## config.mk

```make
export PLATFORM = sky130hd
export DESIGN_NAME = cpu_mem_arbiter
export DESIGN_NICKNAME = d
export VERILOG_FILES = /design/src/rtl/cpu_mem_arbiter.sv
export SDC_FILE = /design/constraint.sdc
export NUM_CORES = 1
export LEC_CHECK = 0
export BUFFER_PORTS_ARGS = -buffer_cell sky130_fd_sc_hd__buf_2
export CAP_MARGIN = 0
export CORE_UTILIZATION = 30
export DETAILED_ROUTE_END_ITERATION = 10
export PLACE_DENSITY = 0.52
export SLEW_MARGIN = 20
export SYNTH_ARGS = -nofsm -noshare
export SYNTH_HDL_FRONTEND = slang
export SYNTH_SLANG_ARGS = --single-unit
```

## constraint.sdc

```tcl
create_clock -name i_clk -period 2.9 [get_ports i_clk]
set_input_delay 0.58 -clock i_clk [delete_from_list [all_inputs] [get_ports i_clk]]
set_output_delay 0.58 -clock i_clk [all_outputs]
set_load 0.1 [all_outputs]
```

## src/rtl/cpu_mem_arbiter.sv

```systemverilog
// cpu_mem_arbiter: shares one single-port memory bus between the instruction-fetch
// path and the data (load/store) path. One transaction is outstanding at a time:
// arbitrate in IDLE, present the registered request in REQ until the memory grants,
// then wait in RESP for the response and route it back to the owning requester.
// Data has priority. A starvation guard forces a fetch grant after STARVE_LIMIT
// consecutive data grants taken while fetch was waiting.
//
// Ports:
//   i_clk, i_rst_n                      clock, asynchronous active-low reset
//   i_if_req/i_if_addr                  fetch request and address
//   o_if_gnt                            fetch accepted this cycle (combinational)
//   o_if_rvalid/o_if_rdata              fetch response pulse and held read data
//   i_d_req/i_d_we/i_d_be/i_d_addr/i_d_wdata  data request and payload
//   o_d_gnt                             data accepted this cycle (combinational)
//   o_d_rvalid/o_d_rdata                data response pulse and held data (0 for stores)
//   o_mem_req/o_mem_we/o_mem_be/o_mem_addr/o_mem_wdata  registered memory request
//   i_mem_gnt, i_mem_rvalid, i_mem_rdata                memory handshake and response
//   o_busy                              a transaction is outstanding
module cpu_mem_arbiter #(
  parameter int unsigned ADDR_W       = 32,
  parameter int unsigned DATA_W       = 32,
  parameter int unsigned STARVE_LIMIT = 4
) (
  input  logic                i_clk,
  input  logic                i_rst_n,
  input  logic                i_if_req,
  input  logic [ADDR_W-1:0]   i_if_addr,
  output logic                o_if_gnt,
  output logic                o_if_rvalid,
  output logic [DATA_W-1:0]   o_if_rdata,
  input  logic                i_d_req,
  input  logic                i_d_we,
  input  logic [DATA_W/8-1:0] i_d_be,
  input  logic [ADDR_W-1:0]   i_d_addr,
  input  logic [DATA_W-1:0]   i_d_wdata,
  output logic                o_d_gnt,
  output logic                o_d_rvalid,
  output logic [DATA_W-1:0]   o_d_rdata,
  output logic                o_mem_req,
  output logic                o_mem_we,
  output logic [DATA_W/8-1:0] o_mem_be,
  output logic [ADDR_W-1:0]   o_mem_addr,
  output logic [DATA_W-1:0]   o_mem_wdata,
  input  logic                i_mem_gnt,
  input  logic                i_mem_rvalid,
  input  logic [DATA_W-1:0]   i_mem_rdata,
  output logic                o_busy
);

  localparam int unsigned BeW     = DATA_W / 8;
  localparam int unsigned StreakW = $clog2(STARVE_LIMIT + 1);
  localparam logic [StreakW-1:0] StreakMax = StreakW'(STARVE_LIMIT);

  typedef enum logic [1:0] {StIdle, StReq, StResp} state_e;

  state_e              state_q;
  logic                owner_d_q;  // 1: data owns the transaction, 0: fetch
  logic                store_q;    // outstanding data access is a store
  logic [StreakW-1:0]  streak_q;

  logic                mem_req_q;
  logic                mem_we_q;
  logic [BeW-1:0]      mem_be_q;
  logic [ADDR_W-1:0]   mem_addr_q;
  logic [DATA_W-1:0]   mem_wdata_q;
  logic                if_rvalid_q;
  logic [DATA_W-1:0]   if_rdata_q;
  logic                d_rvalid_q;
  logic [DATA_W-1:0]   d_rdata_q;

  logic idle;
  logic starved;
  logic if_gnt;
  logic d_gnt;

  assign idle    = (state_q == StIdle);
  assign starved = (streak_q == StreakMax);

  // Data wins a tie unless fetch has been passed over STARVE_LIMIT times in a row.
  assign if_gnt = idle & i_if_req & (~i_d_req | starved);
  assign d_gnt  = idle & i_d_req & ~(i_if_req & starved);

  always_ff @(posedge i_clk or negedge i_rst_n) begin
    if (!i_rst_n) begin
      state_q     <= StIdle;
      owner_d_q   <= 1'b0;
      store_q     <= 1'b0;
      streak_q    <= '0;
      mem_req_q   <= 1'b0;
      mem_we_q    <= 1'b0;
      mem_be_q    <= '0;
      mem_addr_q  <= '0;
      mem_wdata_q <= '0;
      if_rvalid_q <= 1'b0;
      if_rdata_q  <= '0;
      d_rvalid_q  <= 1'b0;
      d_rdata_q   <= '0;
    end else begin
      if_rvalid_q <= 1'b0;
      d_rvalid_q  <= 1'b0;
      unique case (state_q)
        StIdle: begin
          if (d_gnt) begin
            state_q     <= StReq;
            owner_d_q   <= 1'b1;
            store_q     <= i_d_we;
            mem_req_q   <= 1'b1;
            mem_we_q    <= i_d_we;
            mem_be_q    <= i_d_be;
            mem_addr_q  <= i_d_addr;
            mem_wdata_q <= i_d_wdata;
            // Count only grants that actually held fetch off.
            if (!i_if_req) begin
              streak_q <= '0;
            end else if (!starved) begin
              streak_q <= streak_q + StreakW'(1);
            end
          end else if (if_gnt) begin
            state_q     <= StReq;
            owner_d_q   <= 1'b0;
            store_q     <= 1'b0;
            mem_req_q   <= 1'b1;
            mem_we_q    <= 1'b0;
            mem_be_q    <= '1;
            mem_addr_q  <= i_if_addr;
            mem_wdata_q <= '0;
            streak_q    <= '0;
          end
        end
        StReq: begin
          if (i_mem_gnt) begin
            state_q     <= StResp;
            mem_req_q   <= 1'b0;
            mem_we_q    <= 1'b0;
            mem_be_q    <= '0;
            mem_addr_q  <= '0;
            mem_wdata_q <= '0;
          end
        end
        StResp: begin
          if (i_mem_rvalid) begin
            state_q <= StIdle;
            if (owner_d_q) begin
              d_rvalid_q <= 1'b1;
              d_rdata_q  <= store_q ? '0 : i_mem_rdata;
            end else begin
              if_rvalid_q <= 1'b1;
              if_rdata_q  <= i_mem_rdata;
            end
          end
        end
        default: state_q <= StIdle;
      endcase
    end
  end

  // Grants are combinational; mask them while reset is asserted so every output is 0.
  assign o_if_gnt    = if_gnt & i_rst_n;
  assign o_d_gnt     = d_gnt & i_rst_n;
  assign o_if_rvalid = if_rvalid_q;
  assign o_if_rdata  = if_rdata_q;
  assign o_d_rvalid  = d_rvalid_q;
  assign o_d_rdata   = d_rdata_q;
  assign o_mem_req   = mem_req_q;
  assign o_mem_we    = mem_we_q;
  assign o_mem_be    = mem_be_q;
  assign o_mem_addr  = mem_addr_q;
  assign o_mem_wdata = mem_wdata_q;
  assign o_busy      = ~idle;

endmodule

```

[Word-level counts from Yosys, hierarchy flattened]
Cells that the tools add are included.
Cells by class
  add/sub/neg operators: 1
  equality and inequality tests: 7
  mux-type cells: 35
  bitwise gates (word level): 12
  reduce and logical (&&, ||, !) cells: 9
Operators by type and width (count)
  32-bit 2-to-1 mux: 6
  32-bit case mux with 2 select lines: 2
  3-bit AND reduction: 5
  1-bit 2-to-1 mux: 12
  3-bit 2-to-1 mux: 4
  4-bit 2-to-1 mux: 3
  2-bit 2-to-1 mux: 4
  4-bit case mux with 2 select lines: 1
  1-bit bitwise AND: 7
  2-bit case mux with 3 select lines: 1
  2-bit inequality test, second input constant: 2
  1-bit inverter: 4
  1-bit case mux with 2 select lines: 2
  2-bit nonzero test: 2
  3-bit by 1-bit adder with 3-bit output, second input constant: 1
  3-bit equality test, second input constant: 1
  3-bit by 1-bit inequality test with 1-bit output, second input constant: 1
  3-bit inequality test, second input constant: 1
  2-bit by 1-bit equality test with 1-bit output, second input constant: 1
  2-bit equality test, second input constant: 1
  2-bit zero test: 1
  2-bit AND reduction: 1
  1-bit bitwise OR: 1
Word-level totals
  register bits after elaboration: 143
  input port bits: 139
  output and inout port bits: 139
  logic and storage cells: 77

[Depth between registers and ports, before layout]
Gate-level depths: netlist of the first run.
  word-level depth: 6
  gate-level depth with buffers: 7

[Worst setup path after synthesis of the first run]
No wires, ideal clock.
  path kind: register to output
  start: reg streak_q[0]
  end: out o_if_gnt
  arrival time: 3.074 ns
  required time: 2.320 ns
  path slack: -0.754 ns
  stages on the path, launching flop included: 6
  path buffers: 1
  path through: dfrtp_1 -> inv_1 -> ha_1 -> a21boi_1 -> clkbuf_1 -> nor3_1
Between the ends
  word-level cells in the longest chain between the ends: 4
RTL lines
  from (decl): line 59  | logic [StreakW-1:0] streak_q;
  from (signal assigned): line 116  | streak_q <= streak_q + StreakW'(1);
  3-bit equality test: line 77  | assign starved = (streak_q == StreakMax);
  1-bit bitwise OR: line 80  | assign if_gnt = idle & i_if_req & (~i_d_req | starved);
  1-bit bitwise AND: line 80
  1-bit bitwise AND: line 158  | assign o_if_gnt = if_gnt & i_rst_n;
  to (decl): line 28  | output logic o_if_gnt,
Every way passes these cells.

[Final worst setup path of the first run]
  start: reg streak_q[0]
  end: out o_d_gnt
Between the ends
  word-level cells in the longest chain between the ends: 5
RTL lines
  3-bit equality test: line 77
  1-bit bitwise AND: line 81  | assign d_gnt = idle & i_d_req & ~(i_if_req & starved);
  1-bit inverter: line 81
  1-bit bitwise AND: line 81
  1-bit bitwise AND: line 159  | assign o_d_gnt = d_gnt & i_rst_n;
  to (decl): line 36  | output logic o_d_gnt,
Every way passes these cells.

==> results of run 1 <==
[worst max-delay path, stage by stage (launching register included)]
cell and delay [ns]:
sky130_fd_sc_hd__dfrtp_1 0.41, sky130_fd_sc_hd__inv_1 0.06, sky130_fd_sc_hd__ha_1 0.26, sky130_fd_sc_hd__and3_1 0.23, sky130_fd_sc_hd__nor3b_4 0.21, sky130_fd_sc_hd__and2_1 0.20, sky130_fd_sc_hd__buf_12 0.19
[worst paths after layout]
check                      slack [ns]                           to  depth (start not counted)                       from
setup / recovery                 0.35                      o_d_gnt                          6    streak_q[0]$_DFFE_PN0P_
max in group asynchronous        1.81    o_mem_addr[4]$_DFFE_PN0P_                          2                    i_rst_n
hold reg to reg                  0.47    o_d_rdata[31]$_DFFE_PN0P_                          2  o_d_rdata[31]$_DFFE_PN0P_
setup reg to reg                 1.06  o_mem_wdata[27]$_DFFE_PN0P_                          6    streak_q[0]$_DFFE_PN0P_
hold / removal                   0.04   o_mem_wdata[9]$_DFFE_PN0P_                          1                    i_rst_n
min in group i_clk               0.38       state_q[0]$_DFFE_PN0P_                          2                  i_mem_gnt
[layer usage]
layer | share of wire | vias to the layer above | global-route usage
met3 | 0.082 | 12 | 0.0523
met2 | 0.48 | 200 | 0.273
met4 | 0.011 | 0 | 0.0560
li1 | - | 2369 | -
met5 | 0 | - | 0
met1 | 0.43 | 2446 | 0.210
[cell usage after synthesis (all sizes together), types with 2 or more instances]
master / number
mux2: 32
nand2: 100
nand2b: 34
buf: 10
a21o: 3
o2bb2ai: 5
nor3b: 3
nor4b: 4
ha: 2
o21ai: 35
dfrtp: 143
clkbuf: 33
inv: 5
a22o: 66
o22ai: 33
[cell usage in the layout, fill, tap and decap left out]
master and n:
sky130_fd_sc_hd__nor3b_4 2, sky130_fd_sc_hd__nand2_1 100, sky130_fd_sc_hd__a21boi_2 1, sky130_fd_sc_hd__nand2b_1 34, sky130_fd_sc_hd__a21o_1 2, sky130_fd_sc_hd__o2bb2ai_1 5, sky130_fd_sc_hd__o22ai_1 33, sky130_fd_sc_hd__mux2_2 30
sky130_fd_sc_hd__inv_1 4, sky130_fd_sc_hd__clkbuf_8 4, sky130_fd_sc_hd__buf_2 274, sky130_fd_sc_hd__o21ai_1 1, sky130_fd_sc_hd__clkinv_2 1, sky130_fd_sc_hd__a2111oi_0 1, sky130_fd_sc_hd__clkbuf_16 17, sky130_fd_sc_hd__nand4b_1 1
sky130_fd_sc_hd__and3_1 1, sky130_fd_sc_hd__clkbuf_1 3, sky130_fd_sc_hd__o21ai_0 34, sky130_fd_sc_hd__nor3b_1 1, sky130_fd_sc_hd__a32o_1 1, sky130_fd_sc_hd__mux2_1 2, sky130_fd_sc_hd__clkinv_4 2, sky130_fd_sc_hd__a31oi_1 1
sky130_fd_sc_hd__and2_1 1, sky130_fd_sc_hd__ha_1 2, sky130_fd_sc_hd__nor2_4 1, sky130_fd_sc_hd__a22o_1 66, sky130_fd_sc_hd__inv_6 1, sky130_fd_sc_hd__dfrtp_1 143, sky130_fd_sc_hd__nor4b_1 4, sky130_fd_sc_hd__buf_12 3
sky130_fd_sc_hd__a21o_2 1, sky130_fd_sc_hd__a21oi_1 1, sky130_fd_sc_hd__o21bai_1 1, sky130_fd_sc_hd__buf_6 2, sky130_fd_sc_hd__inv_2 1, sky130_fd_sc_hd__clkinvlp_4 3, sky130_fd_sc_hd__nor3_2 1, sky130_fd_sc_hd__buf_4 9
[layout make-up]
type                       instances  area, µm²  share of cell area
clock buffer                      24        492              0.0602
clock inverter                     7       53.8             0.00659
inverter                           5       18.8             0.00230
multi-input combinational        328       2170               0.266
sequential                       143       3580               0.438
tap                              265        332              0.0406
timing repair buffer             288       1520               0.186
[per-stage QoR]
step | worst slack (ns) | util | cell area (µm²) | hold slack (ns) | std cells
after detailed placement | 0.788 | 0.390 | 7620 | 0.465 | 1029
final | 0.349 | 0.418 | 8170 | 0.0362 | 1060
after global placement | 0.808 | 0.390 | 7620 | 0.457 | 1029
after CTS | 0.315 | 0.418 | 8160 | 0.0243 | 1060
after floorplan | 0.0557 | - | 5990 | 0.284 | 519
after global routing | 0.230 | 0.418 | 8170 | 0.0401 | 1060
[state kept, by name (all words and copies together), names as in the netlist]
signal / flops
streak_q: 3
o_if_rdata: 32
o_d_rvalid: 1
o_mem_req: 1
store_q: 1
o_mem_wdata: 32
o_if_rvalid: 1
o_mem_we: 1
owner_d_q: 1
o_mem_addr: 32
o_mem_be: 4
state_q: 2
o_d_rdata: 32
[logic make-up (layout without fill, tap and decap cells)]
kind of cell | Yosys count | after routing | synth area share
multiplexers | 32 | 32 | 0.0602
adder cells (fa/ha/maj) | 2 | 2 | 0.00418
AND/OR/NAND/NOR | 146 | 146 | 0.118
buffers and inverters | 48 | 324 | 0.0408
AO/OA/AOI/OAI | 148 | 148 | 0.179
flip-flops | 143 | 143 | 0.598
==> impl_metrics.ini, run 1 <==
[outcome]
run_status = finished clean

[clock_network]
clock_sinks = 143
cts-resized-gates = 0
cts_inserted_buffers = 17
post-cts-setup-buffers = 0
cts_tree = yes
cts_htree_levels = 4
cts_root_buf = sky130_fd_sc_hd__clkbuf_16
clkLatencyLatePin_ns = 0.41
cts_hold_buffers = 0
clkSlewWorstSetupHoldPaths_ns = 0.06
cts_buffer_depth = 2

[placement]
post-dp-hpwl_mm = 11.8
buffer_ports.inserted = 277
place_congestion = 0.780

[timing]
timing.final.max_slew_violations = 0
setup_total_neg_slack_ns = 0
report.final.hold_viol_count = 0
final_worst_path_period_share = 0.880
period_minus_slack_ns = 2.55
worst_pin_slew_ns = 0.918
worst_slew_margin_rel = 0.388
skew_ns = 0.00953
setup_viol = 0
rsz0062_at_grt = no
max_freq_ghz = 0.392

[hold_path]
timing.hold.worst.class = primary input to asynchronous set/reset pin

[finish]
layout.filler_cells = 1946
nets = 924
n_antenna_cell = 0
drive_above_1_share = 0.444
synthToLayoutAreaGrowth_pct = 36.5

[yosys]
post_synth_main_area_contributors = sky130_fd_sc_hd__dfrtp_1, sky130_fd_sc_hd__a22o_1, sky130_fd_sc_hd__nand2_1
syn-num-nets = 660
synth-edff-count = 0
postSynth.asyncResetShare = 1.00
synth_flop_cell = sky130_fd_sc_hd__dfrtp_1
yosysTopAreaCell = sky130_fd_sc_hd__dfrtp_1
yosysUniqueCellTypes = 31
synth-seq-cells = 143
syn_inst = 519
netlist_area_mm2 = 0.00598
seq_area_frac_synth = 0.598
yosysTopAreaCellShare = 0.598
mean_cell_area_of_the_mapped_netlist_um2 = 11.5
synth.yosys.warnings = 0

[routing]
route.final.wire_length_mm = 17.0
drt_iter0_drc = 190
drc = 0
routed_wire_length_per_instance_um = 16.0
number_of_nets_still_failing_antenna_checks_after_routing = 0
drtPass1Iterations = 4
vias = 5027
vias_per_cell = 4.74

[die]
ios = 278
die_area_mm2 = 0.0205
floorplan.die.width_um = 143
row_count = 51
initial_core_util = 0.306
die-height_um = 143
placeableCoreArea_mm2 = 0.0195

[grt]
groute.usage.overall = 0.167
grt_antenna_before_repair = 0
first_global_vias = 5104
grt_residual_overflow = 0
wire_length_of_the_first_global_routing_pass_mm = 26.6
grt_max_degree = 86

[critical_path]
crit_arrival_ns = 1.97
timing.critical_path.required_ns = 2.32
crit_fanout = 5
endpoint_kind = primary output
crit_type = flop to primary output
cp-start-kind = flop

[job]
number_of_max_cap_violations = 0
Power of run 1 is left out: the tool's default activity adds up to more than one toggle a clock period on the data nets, which glitch-free logic cannot reach.
==> run 2: changes to the inputs <==
ABC_AREA = 1   (was not set)
CORE_UTILIZATION = 51   (was 30)
PLACE_DENSITY = 0.82   (was 0.52)
==> run 2 against run 1 <==
Non-clock buffer count decreased by 1. Critical path depth fell by 2. Wire length decreased by 2.4%. Cell count grew 11%. Die area decreased by 38%. First-iteration DRC count rose to 2.6 times the previous value. Sequential share of layout area fell by 0.69 points. Worst setup slack gained 0.091 ns. Critical endpoint is now o_if_gnt.
==> impl_metrics.ini, run 2 <==
[yosys]
netlist_area_mm2 = 0.00624
yosysUniqueCellTypes = 23
postSynth.asyncResetShare = 1.00
yosysTopAreaCell = sky130_fd_sc_hd__dfrtp_1
yosysTopAreaCellShare = 0.573
post_synth_main_area_contributors = sky130_fd_sc_hd__dfrtp_1, sky130_fd_sc_hd__nand2_1, sky130_fd_sc_hd__inv_1
most_common_cell_in_the_netlist = sky130_fd_sc_hd__nand2_1
synth-seq-cells = 143
syn_inst = 756
synth_flop_cell = sky130_fd_sc_hd__dfrtp_1
synth.yosys.warnings = 0
mean_cell_area_of_the_mapped_netlist_um2 = 8.26
syn-num-nets = 897
synth.cells.most_frequent = sky130_fd_sc_hd__nand2_1, sky130_fd_sc_hd__dfrtp_1, sky130_fd_sc_hd__inv_1
synth-edff-count = 0
seq_area_frac_synth = 0.573

[timing]
report.final.hold_viol_count = 0
final_worst_path_period_share = 0.848
skew_ns = 0.00976
worst_pin_slew_ns = 0.917
setup_total_neg_slack_ns = 0
rsz0062_at_grt = no
timing.final.max_slew_violations = 0
worst_slew_margin_rel = 0.389
period_minus_slack_ns = 2.46
max_freq_ghz = 0.407
setup_viol = 0
fin_hold_ws_ns = 0.0575
postLayoutSetupSlackWorst_ns = 0.440

[clock_network]
cts-resized-gates = 0
post-cts-setup-buffers = 0
clkSlewWorstSetupHoldPaths_ns = 0.05
cts_buffer_depth = 2
clock_sinks = 143
cts_root_buf = sky130_fd_sc_hd__clkbuf_16
cts_inserted_buffers = 17
cts_htree_levels = 4
cts_hold_buffers = 0
cts_tree = yes
clkLatencyLatePin_ns = 0.42

[grt]
groute.usage.overall = 0.269
grt_max_degree = 73
grt_residual_overflow = 0
wire_length_of_the_first_global_routing_pass_mm = 26.4
grt_antenna_before_repair = 0
first_global_vias = 5492

[die]
ios = 278
row_count = 40
floorplan.die.width_um = 113
initial_core_util = 0.522
placeableCoreArea_mm2 = 0.0120
die-height_um = 113
die_area_mm2 = 0.0127

[finish]
n_antenna_cell = 0
most_used_cells_in_the_layout_excluding_fill_and_tap_cells = sky130_fd_sc_hd__buf_2, sky130_fd_sc_hd__nand2_1, sky130_fd_sc_hd__dfrtp_1, sky130_fd_sc_hd__inv_1, sky130_fd_sc_hd__o21ai_0
drive_above_1_share = 0.315
layout.filler_cells = 972
layout.cells.most_common = sky130_fd_sc_hd__buf_2
synthToLayoutAreaGrowth_pct = 32.9
postLayoutCellArea_mm2 = 0.00830
nets = 1159

[critical_path]
timing.critical_path.required_ns = 2.32
crit_fanout = 10
crit_type = flop to primary output
endpoint_kind = primary output
crit_arrival_ns = 1.88
cp-start-kind = flop

[routing]
vias_per_cell = 4.93
number_of_nets_still_failing_antenna_checks_after_routing = 0
routed_wire_length_per_instance_um = 14.1
drtPass1Iterations = 6
drt_iter0_drc = 498
vias = 5809
drc = 0
route.final.wire_length_mm = 16.6

[outcome]
run_status = finished clean

[placement]
post-dp-hpwl_mm = 11.4
place_area_mm2 = 0.00773
buffer_ports.inserted = 277
place_congestion = 0.836
detailedPlace.worstSlack_ns = 0.577

[job]
number_of_max_cap_violations = 0

[hold_path]
timing.hold.worst.class = primary input to asynchronous set/reset pin
[run 2: cell count changes after synthesis, sizes merged, moves of 4 or more]
cell     change
nand2      +140
clkbuf      -12
nand2b      -34
nand4       +32
o21ai       +38
o2bb2ai      -5
mux2        -32
buf         +13
nand3       +69
o22ai       -31
nor4b        -4
inv        +137
a22o        -66
[run 2: worst max-delay path: stages, from the launching register on]
cell and delay [ns]:
sky130_fd_sc_hd__dfrtp_1 0.46, sky130_fd_sc_hd__nor2_4 0.29, sky130_fd_sc_hd__inv_1 0.16, sky130_fd_sc_hd__nor4_4 0.34, sky130_fd_sc_hd__buf_12 0.22
[run 2: metal layers]
layer / vias up / GRT usage / wire length, µm
met1: 2636 / 0.328 / 6780
met2: 276 / 0.454 / 8130
met4: 0 / 0.132 / 494
met3: 42 / 0.0610 / 1150
li1: 2855 / - / -
met5: - / 0 / 0
[run 2: final timing paths]
check                                                from                          end  slack (ns)  cells after the start
worst min-delay path                              i_rst_n    o_d_rdata[10]$_DFFE_PN0P_        0.06                      1
worst min register to register  o_mem_addr[1]$_DFFE_PN0P_    o_mem_addr[1]$_DFFE_PN0P_        0.47                      2
max in group asynchronous                         i_rst_n      o_mem_be[1]$_DFFE_PN0P_        1.76                      2
worst max register to register     state_q[0]$_DFFE_PN0P_  o_mem_wdata[21]$_DFFE_PN0P_        0.60                      6
min in group i_clk                              i_mem_gnt       state_q[0]$_DFFE_PN0P_        0.37                      2
worst max-delay path               state_q[0]$_DFFE_PN0P_                     o_if_gnt        0.44                      4
[run 2: logic make-up after synthesis]
group	synth area share
and+or+nand+nor	0.237
buffers and inverters	0.120
DFF	0.573
AOI/OAI and AO/OA	0.0643
adders and majority gates	0.00401
xor gates and xnor gates	0.00140
[run 2: through the flow]
stage	util	instances
CTS	0.694	1178
finish	0.694	1178
global route	0.694	1178
detailed placement	0.646	1146
global placement	0.646	1146
floorplan	-	756
[run 2: final cells by class]
cell class	count	area (µm²)	area share
inverters	142	534	0.0644
repair buffers	287	1500	0.180
flip-flops and latches	143	3580	0.431
clock buffers	26	509	0.0614
multi-input cells	427	1940	0.234
clock inverters	6	55.1	0.00663
well taps	147	184	0.0222
Power of run 2 is left out for the same reason.
==> run 3: changes to the inputs <==
CORE_UTILIZATION = 43   (was 51)
PLACE_DENSITY = 0.73   (was 0.82)
clock period = 2.1 ns   (was 2.9 ns; I/O delays follow)
==> run 3 against run 2 <==
Global-route usage fell by 3.5 points. Hold slack improved by 0.052 ns. Cell count rose by 3.3%. Core utilization fell by 8.7 points. Critical path depth rose by 1. Clock skew rose by 0.0020 ns. Design area rose by 2.6%. Non-clock buffer count rose by 6. Critical endpoint unchanged. Largest cell class unchanged.
==> impl_metrics.ini, run 3 (synthesis gave the netlist of run 2 again) <==
[clock_network]
cts_inserted_buffers = 17
cts_buffer_depth = 2
cts_hold_buffers = 0
clkLatencyLatePin_ns = 0.42
clock_sinks = 143
cts_htree_levels = 4
cts_tree = yes
cts_root_buf = sky130_fd_sc_hd__clkbuf_16
clkSlewWorstSetupHoldPaths_ns = 0.06

[die]
floorplan.die.width_um = 122
die-height_um = 122
placeableCoreArea_mm2 = 0.0140
ios = 278
die_area_mm2 = 0.0150
row_count = 43
initial_core_util = 0.445

[hold_path]
timing.hold.worst.class = primary input to asynchronous set/reset pin

[timing]
report.final.hold_viol_count = 0
worst_pin_slew_ns = 0.789
setup_viol = 0
period_minus_slack_ns = 2.03
postLayoutSetupSlackWorst_ns = 0.0734
final_worst_path_period_share = 0.965
worst_slew_margin_rel = 0.474
rsz0062_at_grt = yes
max_freq_ghz = 0.493
timing.final.max_slew_violations = 0
skew_ns = 0.0118

[critical_path]
timing.critical_path.required_ns = 1.68
worst_setup_path_start = streak_q[0]$_DFFE_PN0P_
crit_arrival_ns = 1.61
cp-start-kind = flop
timing.rr.start = streak_q[0]$_DFFE_PN0P_
endpoint_kind = primary output
crit_type = flop to primary output
crit_fanout = 4

[placement]
dp_cells = 1183
detailedPlace.worstSlack_ns = 0.436
post-dp-hpwl_mm = 11.6
buffer_ports.inserted = 277
place_congestion = 0.808

[finish]
nets = 1165
n_antenna_cell = 0
most_used_cells_in_the_layout_excluding_fill_and_tap_cells = sky130_fd_sc_hd__buf_2, sky130_fd_sc_hd__nand2_1, sky130_fd_sc_hd__dfrtp_1, sky130_fd_sc_hd__inv_1, sky130_fd_sc_hd__o21ai_0
layout.cells.most_common = sky130_fd_sc_hd__buf_2
fin_util = 0.606
synthToLayoutAreaGrowth_pct = 36.4
drive_above_1_share = 0.323
post_route_non_filler_standard_cell_count = 1217

[grt]
groute.usage.overall = 0.235
grt_residual_overflow = 0
groute.layer.met3.usage = 0.0692
globalRouteMet1Util = 0.296
grt_use_met2 = 0.375
first_global_vias = 5396
grt_most_used_layer = met2
grt_max_degree = 144
grt_antenna_before_repair = 0
wire_length_of_the_first_global_routing_pass_mm = 26.9

[routing]
vias_per_cell = 4.79
drt_iter0_drc = 358
routed_wire_length_per_instance_um = 14.0
route.final.wire_length_mm = 17.1
drtPass1Iterations = 5
number_of_nets_still_failing_antenna_checks_after_routing = 0
vias = 5829
drc = 0

[job]
number_of_max_cap_violations = 0

[outcome]
run_status = finished clean
-- run 3: changes by cell type in the layout (fill, tap and decap cells not counted), sizes merged --
cell,delta
bufinv,+3
buf,+6
clkinvlp,+2
clkbuf,-4
inv,+1
clkinv,-2
-- run 3: final timing paths --
kind,end,slack (ns),cells past startpoint
min,o_if_rdata[2]$_DFFE_PN0P_,0.11,2
min reg2reg,o_if_rdata[10]$_DFFE_PN0P_,0.47,2
max,o_if_gnt,0.07,5
max reg2reg,o_mem_addr[1]$_DFFE_PN0P_,0.40,9
min in group i_clk,o_if_rdata[18]$_DFFE_PN0P_,0.21,3
max in group asynchronous,state_q[0]$_DFFE_PN0P_,1.34,2
-- run 3: layer usage --
layer  vias to the layer above  wire length [µm]
met1                      2695              7110
met3                        29              1270
met4                         0               412
met2                       234              8290
met5                         -                 0
li1                       2871                 -
-- run 3: timing repair --
| item | 4_1_cts | 5_1_grt |
|---|---|---|
| endpoints found under the setup margin | 0 | 2 |
| resized for setup | 0 | 2 |
| hold endpoints to repair | 0 | 0 |
| setup buffers | 0 | 2 |
-- run 3: cell type report --
class | instances | area, µm²
Fill cell | 1257 | 5530
Timing Repair Buffer | 293 | 1590
Multi-Input combinational cell | 427 | 1950
Tap cell | 180 | 225
Inverter | 142 | 533
Clock inverter | 10 | 159
Sequential cell | 143 | 3580
Clock buffer | 22 | 474
-- run 3: through the flow --
| step | hold slack [ns] | TNS, ns | area [µm²] |
|---|---|---|---|
| final | 0.110 | 0 | 8510 |
| after global routing | 0.202 | -0.0195 | 8510 |
| after CTS | 0.189 | 0 | 8490 |
| after detailed placement | 0.459 | 0 | 7860 |
| after global placement | 0.457 | 0 | 7860 |
| after floorplan | 0.124 | -0.563 | 6270 |
-- run 3: worst max-delay path, cell delays in order, from the launching register on --
cell and delay [ns]:
sky130_fd_sc_hd__dfrtp_1 0.40, sky130_fd_sc_hd__inv_1 0.07, sky130_fd_sc_hd__ha_1 0.18, sky130_fd_sc_hd__a21oi_1 0.12, sky130_fd_sc_hd__nor4_4 0.20, sky130_fd_sc_hd__buf_12 0.21
Power of run 3 is left out for the same reason.
